### config.mk
export PLATFORM = sky130hd
export DESIGN_NAME = eka_lsu
export DESIGN_NICKNAME = d
export VERILOG_FILES = /design/src/rtl/eka_lsu.sv
export SDC_FILE = /design/constraint.sdc
export NUM_CORES = 1
export LEC_CHECK = 0
export CELL_PAD_IN_SITES_DETAIL_PLACEMENT = 1
export CELL_PAD_IN_SITES_GLOBAL_PLACEMENT = 1
export CORE_UTILIZATION = 45
export CTS_CLUSTER_SIZE = 12
export DETAILED_ROUTE_END_ITERATION = 12
export DONT_BUFFER_PORTS = 1
export MAX_ROUTING_LAYER = met4
export PLACE_DENSITY_LB_ADDON = 0.1
export SLEW_MARGIN = 25
export SYNTH_ARGS = -nofsm -noshare
export SYNTH_HDL_FRONTEND = slang
export SYNTH_SLANG_ARGS = --single-unit
export TNS_END_PERCENT = 50
### constraint.sdc
create_clock -name clk -period 3.8 [get_ports clk]
set_clock_uncertainty 0.15 [all_clocks]
set_input_delay 0.38 -clock clk [delete_from_list [all_inputs] [get_ports clk]]
set_output_delay 0.38 -clock clk [all_outputs]
set_load 0.005 [all_outputs]
### src/rtl/eka_lsu.sv
// rtl/eka_lsu.sv - Eka load/store unit: sized core accesses to word-aligned memory handshake
//
// Turns RV32I byte/halfword/word loads and stores into word-aligned memory
// requests with byte enables. It replicates store data across lanes and
// sign/zero-extends load data. Misaligned or illegal accesses complete as a
// fault without a memory transaction.
//
// Ports:
//   clk, reset           clock (rising edge), asynchronous active-high reset
//   core_req/wr/funct3   core request, store flag, RV32I width code
//   core_addr/wr_data    byte address and store data
//   core_rd_data         formatted load result (held until the next load)
//   core_stall           combinational stall while a request is in progress
//   core_done/fault      one-cycle completion pulse, fault qualifier
//   mem_req/we/addr      memory request (held until mem_ack), write enable, word address
//   mem_be/wr_data       byte lane enables and lane-replicated store data
//   mem_ack/rd_data      memory completion and read word
module eka_lsu #(
    parameter int ADDR_WIDTH = 32
) (
    input  logic                  clk,
    input  logic                  reset,
    input  logic                  core_req,
    input  logic                  core_wr,
    input  logic [2:0]            core_funct3,
    input  logic [ADDR_WIDTH-1:0] core_addr,
    input  logic [31:0]           core_wr_data,
    output logic [31:0]           core_rd_data,
    output logic                  core_stall,
    output logic                  core_done,
    output logic                  core_fault,
    output logic                  mem_req,
    output logic                  mem_we,
    output logic [ADDR_WIDTH-1:0] mem_addr,
    output logic [3:0]            mem_be,
    output logic [31:0]           mem_wr_data,
    input  logic                  mem_ack,
    input  logic [31:0]           mem_rd_data
);

    typedef enum logic [1:0] {
        S_IDLE   = 2'd0,
        S_ACCESS = 2'd1,
        S_DONE   = 2'd2
    } state_t;

    state_t                state_q, state_d;
    logic [ADDR_WIDTH-1:0] addr_q;
    logic                  wr_q;
    logic [2:0]            funct3_q;
    logic [31:0]           data_q;
    logic                  fault_q;
    logic [31:0]           rd_data_q;

    logic                  accept;
    logic                  req_fault;
    logic [3:0]            be_fmt;
    logic [31:0]           wd_fmt;
    logic [7:0]            byte_sel;
    logic [15:0]           half_sel;
    logic [31:0]           load_fmt;

    assign accept = (state_q == S_IDLE) && core_req;

    // Fault classification of the incoming request (illegal width or misaligned).
    always_comb begin
        req_fault = 1'b0;
        case (core_funct3)
            3'b000:  req_fault = 1'b0;
            3'b001:  req_fault = core_addr[0];
            3'b010:  req_fault = |core_addr[1:0];
            3'b100:  req_fault = core_wr;
            3'b101:  req_fault = core_wr | core_addr[0];
            default: req_fault = 1'b1;
        endcase
    end

    // Lane formatting from the registered request; funct3[1:0] gives the size.
    always_comb begin
        be_fmt = 4'b1111;
        wd_fmt = data_q;
        case (funct3_q[1:0])
            2'b00: begin
                be_fmt = 4'b0001 << addr_q[1:0];
                wd_fmt = {4{data_q[7:0]}};
            end
            2'b01: begin
                be_fmt = 4'b0011 << addr_q[1:0];
                wd_fmt = {2{data_q[15:0]}};
            end
            default: begin
                be_fmt = 4'b1111;
                wd_fmt = data_q;
            end
        endcase
    end

    always_comb begin
        byte_sel = mem_rd_data[7:0];
        case (addr_q[1:0])
            2'd0:    byte_sel = mem_rd_data[7:0];
            2'd1:    byte_sel = mem_rd_data[15:8];
            2'd2:    byte_sel = mem_rd_data[23:16];
            default: byte_sel = mem_rd_data[31:24];
        endcase
        half_sel = addr_q[1] ? mem_rd_data[31:16] : mem_rd_data[15:0];
        load_fmt = mem_rd_data;
        case (funct3_q)
            3'b000:  load_fmt = {{24{byte_sel[7]}}, byte_sel};
            3'b001:  load_fmt = {{16{half_sel[15]}}, half_sel};
            3'b100:  load_fmt = {24'd0, byte_sel};
            3'b101:  load_fmt = {16'd0, half_sel};
            default: load_fmt = mem_rd_data;
        endcase
    end

    // State register
    always_ff @(posedge clk or posedge reset) begin
        if (reset) begin
            state_q <= S_IDLE;
        end else begin
            state_q <= state_d;
        end
    end

    // Request capture and load result register
    always_ff @(posedge clk or posedge reset) begin
        if (reset) begin
            addr_q    <= '0;
            wr_q      <= 1'b0;
            funct3_q  <= 3'd0;
            data_q    <= 32'd0;
            fault_q   <= 1'b0;
            rd_data_q <= 32'd0;
        end else begin
            if (accept) begin
                addr_q   <= core_addr;
                wr_q     <= core_wr;
                funct3_q <= core_funct3;
                data_q   <= core_wr_data;
                fault_q  <= req_fault;
            end
            if ((state_q == S_ACCESS) && mem_ack && !wr_q) begin
                rd_data_q <= load_fmt;
            end
        end
    end

    // Next-state logic
    always_comb begin
        state_d = state_q;
        case (state_q)
            S_IDLE:   if (core_req) state_d = req_fault ? S_DONE : S_ACCESS;
            S_ACCESS: if (mem_ack)  state_d = S_DONE;
            S_DONE:   state_d = S_IDLE;
            default:  state_d = S_IDLE;
        endcase
    end

    // Outputs: memory side is driven only in ACCESS so it reads as zero elsewhere.
    always_comb begin
        mem_req     = 1'b0;
        mem_we      = 1'b0;
        mem_addr    = '0;
        mem_be      = 4'd0;
        mem_wr_data = 32'd0;
        core_done   = 1'b0;
        core_fault  = 1'b0;
        case (state_q)
            S_ACCESS: begin
                mem_req     = 1'b1;
                mem_we      = wr_q;
                mem_addr    = {addr_q[ADDR_WIDTH-1:2], 2'b00};
                mem_be      = be_fmt;
                mem_wr_data = wd_fmt;
            end
            S_DONE: begin
                core_done  = 1'b1;
                core_fault = fault_q;
            end
            default: ;
        endcase
    end

    assign core_stall   = core_req && (state_q != S_DONE);
    assign core_rd_data = rd_data_q;

endmodule

## Yosys cells after proc, flatten, opt, wreduce, memory -nomap -nowiden

Cells that the tools add are included.

- Output and inout port bits: 105
- Logic and storage cells: 54
- Input bits: 104
- Register bits: 103

- Shift operators: 2
- Bitwise logic cells: 1
- Muxes and demuxes: 17
- Eq/ne operators: 15
- Reduce and logical (&&, ||, !) cells: 12

Operators by type and width:

| kind | number |
|---|---|
| $pmux 32 s4 | 1 |
| $mux 32 | 2 |
| $pmux 32 s2 | 1 |
| $pmux 8 s3 | 1 |
| $mux 16 | 1 |
| $eq 3x3->1 const B | 4 |
| $pmux 4 s2 | 1 |
| $eq 2x1->1 const B | 3 |
| $eq 3x1->1 const B | 2 |
| $logic_not 2->1 | 3 |
| $logic_not 3->1 | 2 |
| $mux 2 | 3 |
| $ne 2x2->1 const B | 3 |
| $pmux 1 s5 | 1 |
| $eq 2x2->1 const B | 2 |
| $logic_and 1x1->1 | 4 |
| $mux 1 | 4 |
| $mux 4 | 1 |
| $pmux 2 s2 | 1 |
| $shl 1x2->4 const A | 1 |
| $shl 2x2->4 const A | 1 |
| $eq 3x2->1 const B | 1 |
| $reduce_and 2->1 | 1 |
| $reduce_or 2->1 | 1 |
| 2 further kinds | 2 |

## Logic depth before layout (Yosys ltp)

Gate-level depths: netlist of the first run.

- Word-level depth: 5
- Gate-level depth with buffers: 6
- Depth with buffers taken out: 4

## Worst setup path after synthesis of the first run

No wires, ideal clock.

- Path type: register to output
- Start point: reg state_q[0]
- End point: out mem_wr_data[21]
- Stages on the path, launching flop included: 5
- Slack: 2.021 ns
- Data required time: 3.270 ns
- Data arrival time: 1.249 ns
- Buffers on the path: 2
- Path through: dfrtp_1 nand2b_1 clkbuf_1 buf_1 nor2_1

- Longest elaborated chain between the ends: 2

RTL lines:

| what | RTL line | RTL |
|---|---|---|
| start: declaration | 47 | `state_t state_q, state_d;` |
| start signal: assignment | 122 | `state_q <= state_d;` |
| $eq 2x1->1 | 169 | `case (state_q)` |
| $mux 32 | 169 |  |
| end: declaration | 36 | `output logic [31:0] mem_wr_data,` |

Every way passes these cells.

## Final worst setup path of the first run

- Start point: reg funct3_q[0]
- End point: out mem_wr_data[15]

- Longest elaborated chain between the ends: 3
- Elaborated cells on any way between the ends: 4
- Classes of those cells: eq/ne (1); mux (2); reduce/logical (1)

RTL lines:

| what | RTL line | RTL |
|---|---|---|
| start: declaration | 50 | `logic [2:0] funct3_q;` |
| start signal: assignment | 139 | `funct3_q <= core_funct3;` |
| $eq 2x1->1 / $logic_not 2->1 (equally long branches) | 82 | `case (funct3_q[1:0])` |
| $pmux 32 s2 * | 82 |  |
| $mux 32 * | 169 |  |

Every way passes the cells marked *; elsewhere a longest branch is shown, timed or not.

==> run summary, run 1 <==
In the final timing run, aggregate negative setup slack is 0 ps. Summed over all instances, the cell type with the most area after synthesis is dfrtp_1. The final-layout fill cell count is 1328.

In this design, the stage delay of the slowest critical-path cell is 710 ps. The largest individual stage delay along the critical path comes from the cell dfrtp_1. The number of antenna violations at the first check in global routing came out at 0.

Routed signal wires occupy layers up through met4. Final-report hold violation count: 0. TritonCTS built the clock tree. The met2 routed wirelength was 8.31 mm; the boundary pin count was 209. The share of final-layout standard cells stronger than drive strength 1 is 7.14%.

After synthesis, the share of cell area in mux cells is 5.14%. The path class of the tightest hold or removal check is input port to flip-flop. The clock share of power is 28.9%.

The most common flop cell mapped by yosys is dfrtp_1. Setup violations remaining at the end of the flow were counted as 0. For this configuration, the core starts out at a cell density of 46.3%.

The average cell area after synthesis came out at 8.26 um2. Of the total power, the share spent switching nets is 34.8%. The layout overhead on the synthesized area works out to 20.6%. The signal on the critical path passes through nor2_1 > nand2_1 > a21oi_1.

Number of max-slew violations in the final report: 0. The post-synthesis sequential area ratio was 48.8%; the required time reported for the critical path endpoint was 3270 ps. Ranked by total cell area, the synthesized netlist is headed by dfrtp_1, nand2_1, and2_1, mux2i_1, nand3_1.

For the maximum number of buffers from clock root to sink, the log shows 2. In this run the clock root is driven by a clkbuf_16. The cell area that synthesis handed to floorplanning was 5290 um2.

After detailed placement, the design holds a cell count of 746. The die covers 12200 um2. Along the worst hold path, the cell count comes to 2.

The fraction of power consumed by sequential logic was 46.3%; the clock latency of the later-clocked register in the worst-skew pair was 360 ps. The tools report the critical hold path startpoint as core_wr_data[29]. Detailed routing inserted a total of 4755 vias.

The tools report the CTS sink count as 103. The core box area was 11400 um2. The post-route minimum period was 2690 ps. The logs give 1.22 mm for the wire length on met3 and 0 for the post-cts sizing count.

The worst slew margin relative to its limit was 33.1%; the internal cell power was 2.63 mW. The first global-routing pass estimated 25.8 mm of wire. The synthesized-area fraction occupied by xor and xnor cells works out to 0%. STA classifies the critical path endpoint as a primary output. The analysis attributes to cell leakage a power of 3.04 nW. Combinational logic burns 24.8% of the power. The number of clock buffers added by TritonCTS is 9. Based on the critical path, the design can be clocked at up to 372 MHz. The detailed router finished its first iteration with 277 violations. Final instance area: 6370 um2.

The tools report the count of warnings emitted by yosys as 0. The run gives 2160 ps as the arrival time of the worst setup path. The total detailed-routing wirelength is 16.9 mm. The detailed router put a total of 7.06 mm of wire on met1. Leaving out fill and tap cells, the most frequent cell in the layout is nand2_1. The run gives 0 as the number of diodes. Global routing used 29.1% of the available tracks across all layers. The synthesized netlist devotes 9.21% of its cell area to compound gates. The synthesized design contains 103 register bits. The final critical-path share of the clock period is 70.8%, and the maximum net fanout on the critical path is 29. In the layout the commonest cells are nand2_1, dfrtp_1, dlygate4sd3_1, and2_1, nand3_1. The critical path in this run is classified as flip-flop to primary output. The wire-length estimate of the detail-placed layout is 10.7 mm. After synthesis, the largest family of logic cells by area is simple AND/OR/NAND/NOR gates.

Power dissipated by switching net loads: 1.40 mW. The run gives 2490 um2 as the area of the multi-input gates. The die is 110 um tall.

For this run the aggregate overflow at the end of global routing stands at 0. The port buffer count was 0. CTS built an H-tree with a depth of 3.

The worst hold path terminates at data_q[29]. The register clock-pin slew on the reported worst setup and hold paths is 70 ps, and the total number of placement rows is 39. The synthesized netlist devotes 32.6% of its cell area to simple gates. The detailed-routing iteration count for the pre-antenna-repair pass was 4; the sequential cell area was 2580 um2. In the synthesized netlist the async set-or-reset flop fraction comes to 100%.

The final RePlAce weighted congestion was 0.806. The cell count of the worst reg-to-reg path came out at 4. In the routed layout, each cell is associated on average with a via count of 5.74.

The run gives 54 as the largest net degree at the start of global routing. The die is 110 um wide. At the end of the flow, the number of nets in the layout was 785.

The reg-to-reg startpoint is funct3_q[0]. Summing the areas of all fa, ha and maj instances in the mapped netlist gives 0% of the synthesized area. Setup repair after global routing left no endpoint under its margin.

The total power of the final layout is 4.03 mW. STA classifies the critical path startpoint as a flip-flop. The worst-case IR drop observed on VDD is 0.395 mV. The tools report the non-filler instance count after layout as 829. The run finished with clean final reports. Once placement finished, the instance area stood at 5330 um2. The slew at the pin with the worst max-slew slack is 1000 ps, and the final antenna-violating net count is 0. Setup slack on the worst reg-to-reg path comes out at 1380 ps. For this design the ratio of total power to cell area is 632 nW/um2. The synthesized design contains 0 enable-type register cells.

The cell count after synthesis came out at 640. For the via count of the first global-routing pass, the log shows 4956. The endpoint identified for the worst register-to-register timing path is core_rd_data[3]. The routed length per placed instance came out at 20.4 um. Across the run, the number of max-cap violations was 0. After synthesis, the largest area contributor takes up 48.8% of total cell area. For this run, design rule violations remaining after detail routing come to 0.

The number of unique standard cell types used by synthesis is 36.
-- registers in the layout, indices dropped and copies added (netlist names) --
register      count
funct3_q          3
state_q           2
fault_q           1
core_rd_data     32
data_q           32
addr_q           32
wr_q              1
-- critical path, delay by kind of cell (launching register included) --
kind	cells	cell delay [ps]
flops	1	710
compound gates	1	270
simple gates	2	820
-- metrics by stage --
stage | setup slack [ps] | utilization [%] | hold WS, ps
after detailed placement | 1390 | 46.6 | 236
after CTS | 991 | 55.8 | 6.44
after global placement | 1450 | 46.6 | 236
after global routing | 921 | 55.8 | 14.5
final | 1110 | 55.8 | 14.2
after floorplan | 566 | - | 287
-- layer usage --
layer	global-route usage [%]	vias up
li1	-	2160
met1	35.7	2387
met2	46.8	181
met3	8.29	27
met4	8.74	0
met5	-	-
-- power groups by stage --
stage	combinational [mW]	clock, mW	sequential, mW
finish	0.998	1.16	1.87
detailed placement	0.929	0	1.88
global placement	0.874	0	1.86
CTS	0.992	1.19	1.86
floorplan	0.837	0	1.68
global route	1.13	1.23	1.93
-- cell usage after synthesis, types with 2 or more instances --
| cell type | number |
|---|---|
| inv_1 | 5 |
| nor3_1 | 12 |
| buf_4 | 3 |
| a21oi_1 | 31 |
| and2_1 | 41 |
| clkbuf_1 | 23 |
| a211oi_1 | 7 |
| nand2_1 | 242 |
| a221oi_1 | 2 |
| or3_1 | 7 |
| mux2i_1 | 17 |
| dfrtp_1 | 103 |
| nor2_1 | 30 |
| o21ai_0 | 20 |
| mux2_2 | 7 |
| buf_2 | 18 |
| o221a_2 | 7 |
| nand2b_1 | 2 |
| nor2b_1 | 6 |
| a31oi_1 | 2 |
| and3b_1 | 7 |
| a21o_1 | 3 |
| nand3_1 | 32 |
-- area by class of cell --
type / count / area share (%)
clock buffer: 10 / 3.75
clock inverter: 6 / 2.16
tap: 143 / 2.81
multi-input combinational: 488 / 39.1
inverter: 5 / 0.334
timing repair buffer: 74 / 11.3
sequential: 103 / 40.5
-- how the worst max path moves through the flow --
stage	from	to	cells past startpoint
final	funct3_q[0]	mem_wr_data[15]	3
after detailed placement	state_q[1]	mem_wr_data[4]	4
after floorplan	reset	addr_q[0]	1
after CTS	state_q[1]	mem_wr_data[4]	4
after global routing	funct3_q[0]	mem_wr_data[14]	3
after global placement	funct3_q[1]	mem_wr_data[15]	3
-- cell families (layout without fill, tap and decap cells) --
| group | count (synthesis) | in the layout |
|---|---|---|
| and+or+nand+nor | 385 | 385 |
| DFF | 103 | 103 |
| AOI/OAI and AO/OA | 76 | 76 |
| muxes | 25 | 25 |
| other | 1 | 2 |
| buffers and inverters | 50 | 95 |
-- timing repair --
| item | in CTS | in global routing |
|---|---|---|
| hold buffers | 67 | 0 |
| buffers inserted | 0 | 0 |
| endpoints found under the hold margin | 116 | 0 |
No activity file was read; power rests on OpenSTA's default activity.
==> run 2: changes to the inputs <==
--- a/config.mk
+++ b/config.mk
@@ -7,7 +7,7 @@
 export LEC_CHECK = 0
 export CELL_PAD_IN_SITES_DETAIL_PLACEMENT = 1
 export CELL_PAD_IN_SITES_GLOBAL_PLACEMENT = 1
-export CORE_UTILIZATION = 45
+export CORE_UTILIZATION = 41
 export CTS_CLUSTER_SIZE = 12
 export DETAILED_ROUTE_END_ITERATION = 12
 export DONT_BUFFER_PORTS = 1
==> constraint.sdc (replaced) <==
create_clock -name clk -period 2.2 [get_ports clk]
set_clock_uncertainty 0.15 [all_clocks]
set_input_delay 0.22 -clock clk [delete_from_list [all_inputs] [get_ports clk]]
set_output_delay 0.22 -clock clk [all_outputs]
set_load 0.005 [all_outputs]
==> run 2 against run 1 <==
  * Non-clock buffer count grew 37
  * Sequential power grew 66%
  * Utilization shrank 2.4 points
  * Clock power grew 42%
  * Global-route usage shrank 2.4 points
  * Design area grew 5.3%
  * First-iteration DRC count shrank 2.9%
  * Routed wire length shrank 0.81%
  * Flip-flop and latch count is the same
  * Largest cell class unchanged
  * Highest routed layer unchanged
==> run summary, run 2 (synthesized netlist as in run 1, its figures left out) <==
The run gives 42.1% (-4.2 points) as the initial cell density of the core. For the number of H-tree levels, the log shows 3 (unchanged). The tools report the final-report hold violation count as 0 (unchanged). The boundary pin count came out at 209 (unchanged). The post-route minimum period is 2030 ps, and the via count of the first global-routing pass is 4964 (+0.16%). The logs give 822 (+4.7%) for the number of nets in the finished design and 0 (unchanged) for the DRC violation count after routing.

The critical path in this run is classified as flip-flop to primary output. The number of vias per cell is 5.32 (-7.2%), and the width of the chip is 116 um (+4.7%). The port buffer count came out at 0 (unchanged).

The tools report the maximum number of buffers from clock root to sink as 2 (unchanged). Endpoint kind of the worst setup timing path: a primary output. The final RePlAce weighted congestion came out at 0.819 (+1.6%).

The detailed-routing iteration count for the pre-antenna-repair pass was 4 (unchanged); the static leakage was 3.15 nW (+3.8%). The wire length of the first global-routing pass is 26.5 mm (+2.7%). The tools report the post-detailed-placement half-perimeter wirelength as 10.8 mm (+1.0%). The min-delay analysis places its worst path in the category input port to flip-flop.

The CTS sink count is 103 (unchanged), and the max-capacitance violation count is 0 (unchanged). Critical path launch point type: a flip-flop. The violation count after the first detailed-routing iteration was 269 (-2.9%); the final antenna-violating net count was 0 (unchanged).

TritonCTS built the clock tree. The flow ran to the end, and the final reports show no timing, DRC or antenna violations. The number of diodes is 0 (unchanged), and the via count is 4762 (+0.15%).

The worst path uses 92.3% of the clock period. For the final total negative setup slack, the log shows 0 ps (unchanged). The arrival time of the worst setup path was 1660 ps (-500 ps); the share of final-layout standard cells stronger than drive strength 1 was 8.02% (+0.88 points). The logs give 41 (+5.1%) for the total number of placement rows and 16.8 mm (-0.81%) for the total detailed-routing wirelength.

The signal on the critical path passes through nand2b_1 > inv_1 > buf_4 > and2_1. The biggest cell delay along the critical path is 400 ps (-310 ps). The worst slew margin relative to its limit was 60.6% (+27 points); the number of antenna violations at the first check in global routing was 0 (unchanged). Static timing analysis puts the maximum clock frequency at 493 MHz. Worst hold slack after final layout: 7.34 ps (-6.85 ps). The slew at the pin with the worst max-slew slack came out at 592 ps (-412 ps). Maximum net fanout on the critical path: 41 (+41%). The total cell area at the placement stage is 5460 um2 (+2.4%). The tools report the global-route total usage across every layer as 26.8% (-2.4 points). The overall overflow remaining after global route is 0 (unchanged), and the core box area is 12600 um2 (+10%). The total setup violations reported at the end of the flow is 0 (unchanged). The library cells used most frequently in the layout, excluding fill and tap cells, are nand2_1, dfrtp_1, dlygate4sd3_1, and2_1, nand3_1. The final instance area is 6720 um2 (+5.3%), and the largest voltage drop on the vdd net is 0.366 mV (-7.3%). The routed length per placed instance was 18.7 um (-8.1%).

The number of max-slew violations in the final report was 0 (unchanged); the area of the die was 13300 um2 (+9.6%). The y dimension of the die is 116 um (+4.7%). The total clock buffers created by CTS is 9 (unchanged). Leaving out fill and tap cells, the most frequent cell in the layout is nand2_1.

The required time reported for the critical path endpoint is 1830 ps (-1440 ps). The clock latency of the later-clocked register in the worst-skew pair came out at 350 ps (about the same). The total power of the final layout is 6.68 mW (+66%), and the post-CTS setup buffer count is 0 (unchanged). The run gives 1467 (+10%) as the final-layout fill cell count. The slowest stage of the critical path is the dfrtp_1 cell. The ratio of total power to cell area came out at 995 nW/um2 (+57%).

The library cell used as clock root buffer is clkbuf_16. The register clock-pin slew on the reported worst setup and hold paths was 70 ps (about the same). The largest net degree at the start of global routing is 104 (+93%).

Setup repair after global routing left no endpoint under its margin. The area growth from synthesis to layout is 27.1%.
[run 2: worst paths after layout]
check / startpoint / to / slack (ps) / depth (start not counted)
max in group asynchronous: reset / core_rd_data[16] / 1090 / 3
worst min register to register: addr_q[12] / addr_q[12] / 320 / 2
worst max-delay path: state_q[1] / mem_wr_data[7] / 170 / 4
worst min-delay path: mem_rd_data[8] / core_rd_data[8] / 7 / 3
min in group asynchronous: reset / core_rd_data[11] / 330 / 3
worst max register to register: addr_q[0] / core_rd_data[3] / 240 / 4
[run 2: report_power, final]
| part | switching, mW | internal [mW] | total, mW |
|---|---|---|---|
| clock | 0.759 | 0.895 | 1.65 |
| combinational | 1.10 | 0.830 | 1.93 |
| sequential | 0.570 | 2.53 | 3.10 |
| total | 2.43 | 4.25 | 6.68 |
[run 2: routing by layer]
layer  share of wire, %  up-vias  global-route usage (%)  wire length (um)
met4                2.2        0                    10.4               364
met1                 46     2339                    35.4              7690
li1                   -     2242                       -                 -
met5                  0        -                       -                 0
met3                5.2       25                    4.86               869
met2                 47      156                    40.8              7840
[run 2: per-stage QoR]
stage | utilization [%] | worst slack, ps | cells
2_1_floorplan | - | 543 | 641
5_1_grt | 53.4 | 48.4 | 895
3_5_place_dp | 43.4 | 253 | 784
4_1_cts | 53.4 | 103 | 895
6_report | 53.4 | 170 | 895
3_3_place_gp | 43.4 | 391 | 784
[run 2: area by class of cell]
class | instances | area, um2 | share of cell area (%)
multi-input combinational | 488 | 2490 | 37.1
inverter | 5 | 26.3 | 0.391
tap | 172 | 215 | 3.20
clock inverter | 7 | 80.1 | 1.19
clock buffer | 9 | 225 | 3.35
timing repair buffer | 111 | 1100 | 16.3
sequential | 103 | 2580 | 38.4
[run 2: worst max-delay path: cells and delay by family, from the launching register on]
| family | cells | cell delay [ps] |
|---|---|---|
| flops | 1 | 400 |
| buf+inv | 2 | 430 |
| simple gates | 2 | 480 |
[run 2: timing repair]
item / in CTS / in global routing
hold buffers: 95 / 0
setup endpoints to repair: 0 / 1
resized for setup: 0 / 1
endpoints found under the hold margin: 198 / 0
==> run 3: changes to the inputs <==
--- a/config.mk
+++ b/config.mk
@@ -7,7 +7,7 @@
 export LEC_CHECK = 0
 export CELL_PAD_IN_SITES_DETAIL_PLACEMENT = 1
 export CELL_PAD_IN_SITES_GLOBAL_PLACEMENT = 1
-export CORE_UTILIZATION = 41
+export CORE_UTILIZATION = 49
 export CTS_CLUSTER_SIZE = 12
 export DETAILED_ROUTE_END_ITERATION = 12
 export DONT_BUFFER_PORTS = 1
==> constraint.sdc (replaced) <==
create_clock -name clk -period 2.5 [get_ports clk]
set_clock_uncertainty 0.15 [all_clocks]
set_input_delay 0.25 -clock clk [delete_from_list [all_inputs] [get_ports clk]]
set_output_delay 0.25 -clock clk [all_outputs]
set_load 0.005 [all_outputs]
==> run 3 against run 2 <==
  * First-iteration DRC count increased by 16%
  * Highest routed layer unchanged
  * Flip-flop and latch count unchanged
  * Clock-buffer cell count unchanged
==> run summary, run 3 (synthesized netlist as in run 1, its figures left out) <==
The final-layout fill cell count was 1193 (-19%); the total detailed-routing wirelength was 18.4 mm (+9.7%). The critical path launch point type is a flip-flop. The via count is 5091 (+6.9%), and the total number of placement rows is 37 (-9.8%). The met3 capacity usage during global routing is 7.54% (+2.7 points). The hold-critical path depth is 3 (unchanged), and the static leakage is 3.15 nW (-0.23%). The run gives 40 (-62%) as the largest net degree at the start of global routing.

Setup repair after global routing left no endpoint under its margin. The ratio of total power to cell area came out at 855 nW/um2 (-14%). The number of H-tree levels came out at 3 (unchanged). The wire length of the first global-routing pass was 29.5 mm (+11%). The run gives 1940 ps (+280 ps) as the arrival time of the worst setup path. The final RePlAce weighted congestion is 0.861 (+5.1%). The run finished with clean final reports. The area of the die was 11200 um2 (-16%). The logs give 0 (unchanged) for the max-capacitance violation count and 42.2% (+6.8 points) for the routing usage on met1. The total cell area at the placement stage is 5430 um2 (-0.41%), and the via count of the first global-routing pass is 5497 (+11%).

For the post-CTS setup buffer count, the log shows 0 (unchanged). The critical path's slowest cell was dfrtp_1. The final instance area was 6600 um2 (-1.7%). The total setup violations reported at the end of the flow is 0 (unchanged).

The overall overflow remaining after global route was 0 (unchanged); the fraction of power consumed by sequential logic was 48.9% (+2.5 points). The core box area is 10400 um2 (-17%), and the DRC violation count after routing is 0 (unchanged). Width of the chip: 106 um (-8.4%). Leaving out fill and tap cells, the most frequent cell in the layout is nand2_1. The tools report the total power of the final layout as 5.65 mW (-15%). The worst setup path is captured at a primary output. The critical path goes through buf_4 > or2_2 > nand2_1 > a21oi_1. The tools report the number of nets in the finished design as 825 (+0.36%). The run gives 2 (unchanged) as the maximum number of buffers from clock root to sink. The number of placed cells counting well taps came out at 751 (-4.2%). The non-filler instance count after layout is 863 (-3.6%). The biggest cell delay along the critical path was 680 ps (+280 ps). The final total negative setup slack is 0 ps (unchanged), and the met2 track utilization from global routing is 57.2% (+16 points). After global routing, the most crowded layer is met2. For the clock latency of the later-clocked register in the worst-skew pair, the log shows 370 ps (+20 ps). The proportion of power drawn by combinational gates came out at 30.8% (+1.9 points). From synthesis to final layout, the design area changed by 24.9%. Maximum net fanout on the critical path: 16 (-61%). The slew at the pin with the worst max-slew slack was 819 ps (+227 ps). The final critical-path share of the clock period works out to 93.4%. The number of vias per cell came out at 5.90 (+11%). TritonCTS built the clock tree. The cell count of the worst reg-to-reg path was 4 (unchanged).

For the post-detailed-placement half-perimeter wirelength, the log shows 11.2 mm (+4.1%). Kind of critical path: flip-flop to primary output. The number of buffers and inverters on the critical path was 1 (-1); the CTS sink count was 103 (unchanged). Violation count after the first detailed-routing iteration: 311 (+16%).

For the internal cell power, the log shows 3.51 mW (-18%). Worst slew margin relative to its limit: 45.3% (-15 points). The total clock buffers created by CTS is 9 (unchanged).

The register clock-pin slew on the reported worst setup and hold paths works out to 90 ps (+20 ps). The final-report hold violation count is 0 (unchanged). The logs give 0 (unchanged) for the final antenna-violating net count and 20.3% (-4.5 points) for the clock share of power.

The routed length per placed instance came out at 21.3 um (+14%). The largest voltage drop on the vdd net is 0.374 mV (+2.2%), and the share of total power consumed by net switching is 37.9% (+1.6 points). The library cells used most frequently in the layout, excluding fill and tap cells, are nand2_1, dfrtp_1, dlygate4sd3_1, and2_1, nand3_1.

The run gives 35.3% (+8.5 points) as the global-route total usage across every layer. The number of gates on the worst path with buffers counted works out to 4 (unchanged). The library cell used as clock root buffer is clkbuf_8. The tools report the number of antenna violations at the first check in global routing as 1 (+1). The run gives 6 (+2) as the detailed-routing iteration count for the pre-antenna-repair pass. The share of final-layout standard cells stronger than drive strength 1 is 8.40% (+0.38 points), and the timing-limited maximum frequency is 428 MHz.

The kind of cell adding the most delay to the critical path was flip-flops. For the number of max-slew violations in the final report, the log shows 0 (unchanged). The path class of the tightest hold or removal check is input port to flip-flop. The tools report the required time reported for the critical path endpoint as 2100 ps (+270 ps). The boundary pin count was 209 (unchanged). The port buffer count works out to 0 (unchanged). The routed design could run at a clock period as short as 2340 ps. The tools report the power dissipated by switching net loads as 2.14 mW (-12%). The y dimension of the die came out at 106 um (-8.4%). The run gives 51.0% (+8.9 points) as the initial cell density of the core.
## run 3: final cells by class
| cell class | instances | area, um2 | share of cell area, % |
|---|---|---|---|
| timing repair buffer | 114 | 1120 | 16.9 |
| sequential | 103 | 2580 | 39.1 |
| clock inverter | 7 | 87.6 | 1.33 |
| antenna | 1 | 2.50 | 0.0379 |
| clock buffer | 9 | 124 | 1.88 |
| multi-input combinational | 488 | 2500 | 37.8 |
| inverter | 5 | 22.5 | 0.341 |
| tap | 136 | 170 | 2.58 |
## run 3: timing repair
action,4_1_cts,5_1_grt
gates resized for setup,0,1
hold buffers,95,0
endpoints found under the hold margin,123,0
endpoints found under the setup margin,0,1
## run 3: power groups by stage
stage	Combinational, mW	Clock (mW)	Sequential (mW)
finish	1.74	1.15	2.76
global placement	1.45	0	2.73
detailed placement	1.55	0	2.76
CTS	1.68	1.17	2.74
global route	1.93	1.22	2.84
floorplan	1.27	0	2.55
## run 3: per-stage QoR
| stage | hold slack, ps | worst slack [ps] | util [%] |
|---|---|---|---|
| global route | 13.0 | 15.0 | 63.6 |
| floorplan | 205 | 843 | - |
| global placement | 136 | 553 | 52.4 |
| CTS | 1.20 | 131 | 63.6 |
| finish | 3.85 | 164 | 63.6 |
| detailed placement | 144 | 402 | 52.4 |
## run 3: final timing paths
kind                                    from          endpoint  slack (ps)
max in group asynchronous              reset  core_rd_data[23]        1170
worst min register to register    addr_q[19]        addr_q[19]         330
min in group asynchronous              reset   core_rd_data[2]         340
worst max-delay path             funct3_q[0]   mem_wr_data[13]         160
worst max register to register   funct3_q[0]   core_rd_data[4]         370
worst min-delay path            core_addr[1]        state_q[0]           4
## run 3: layer usage
| layer | routed length (um) | vias to the layer above |
|---|---|---|
| met1 | 7370 | 2536 |
| met2 | 9140 | 250 |
| li1 | - | 2244 |
| met4 | 664 | 0 |
| met5 | 0 | - |
| met3 | 1240 | 61 |
## run 3: tightest hold or removal path, delay by kind of cell
family	cells	cell delay (ps)
compound gates	2	200
simple gates	1	30
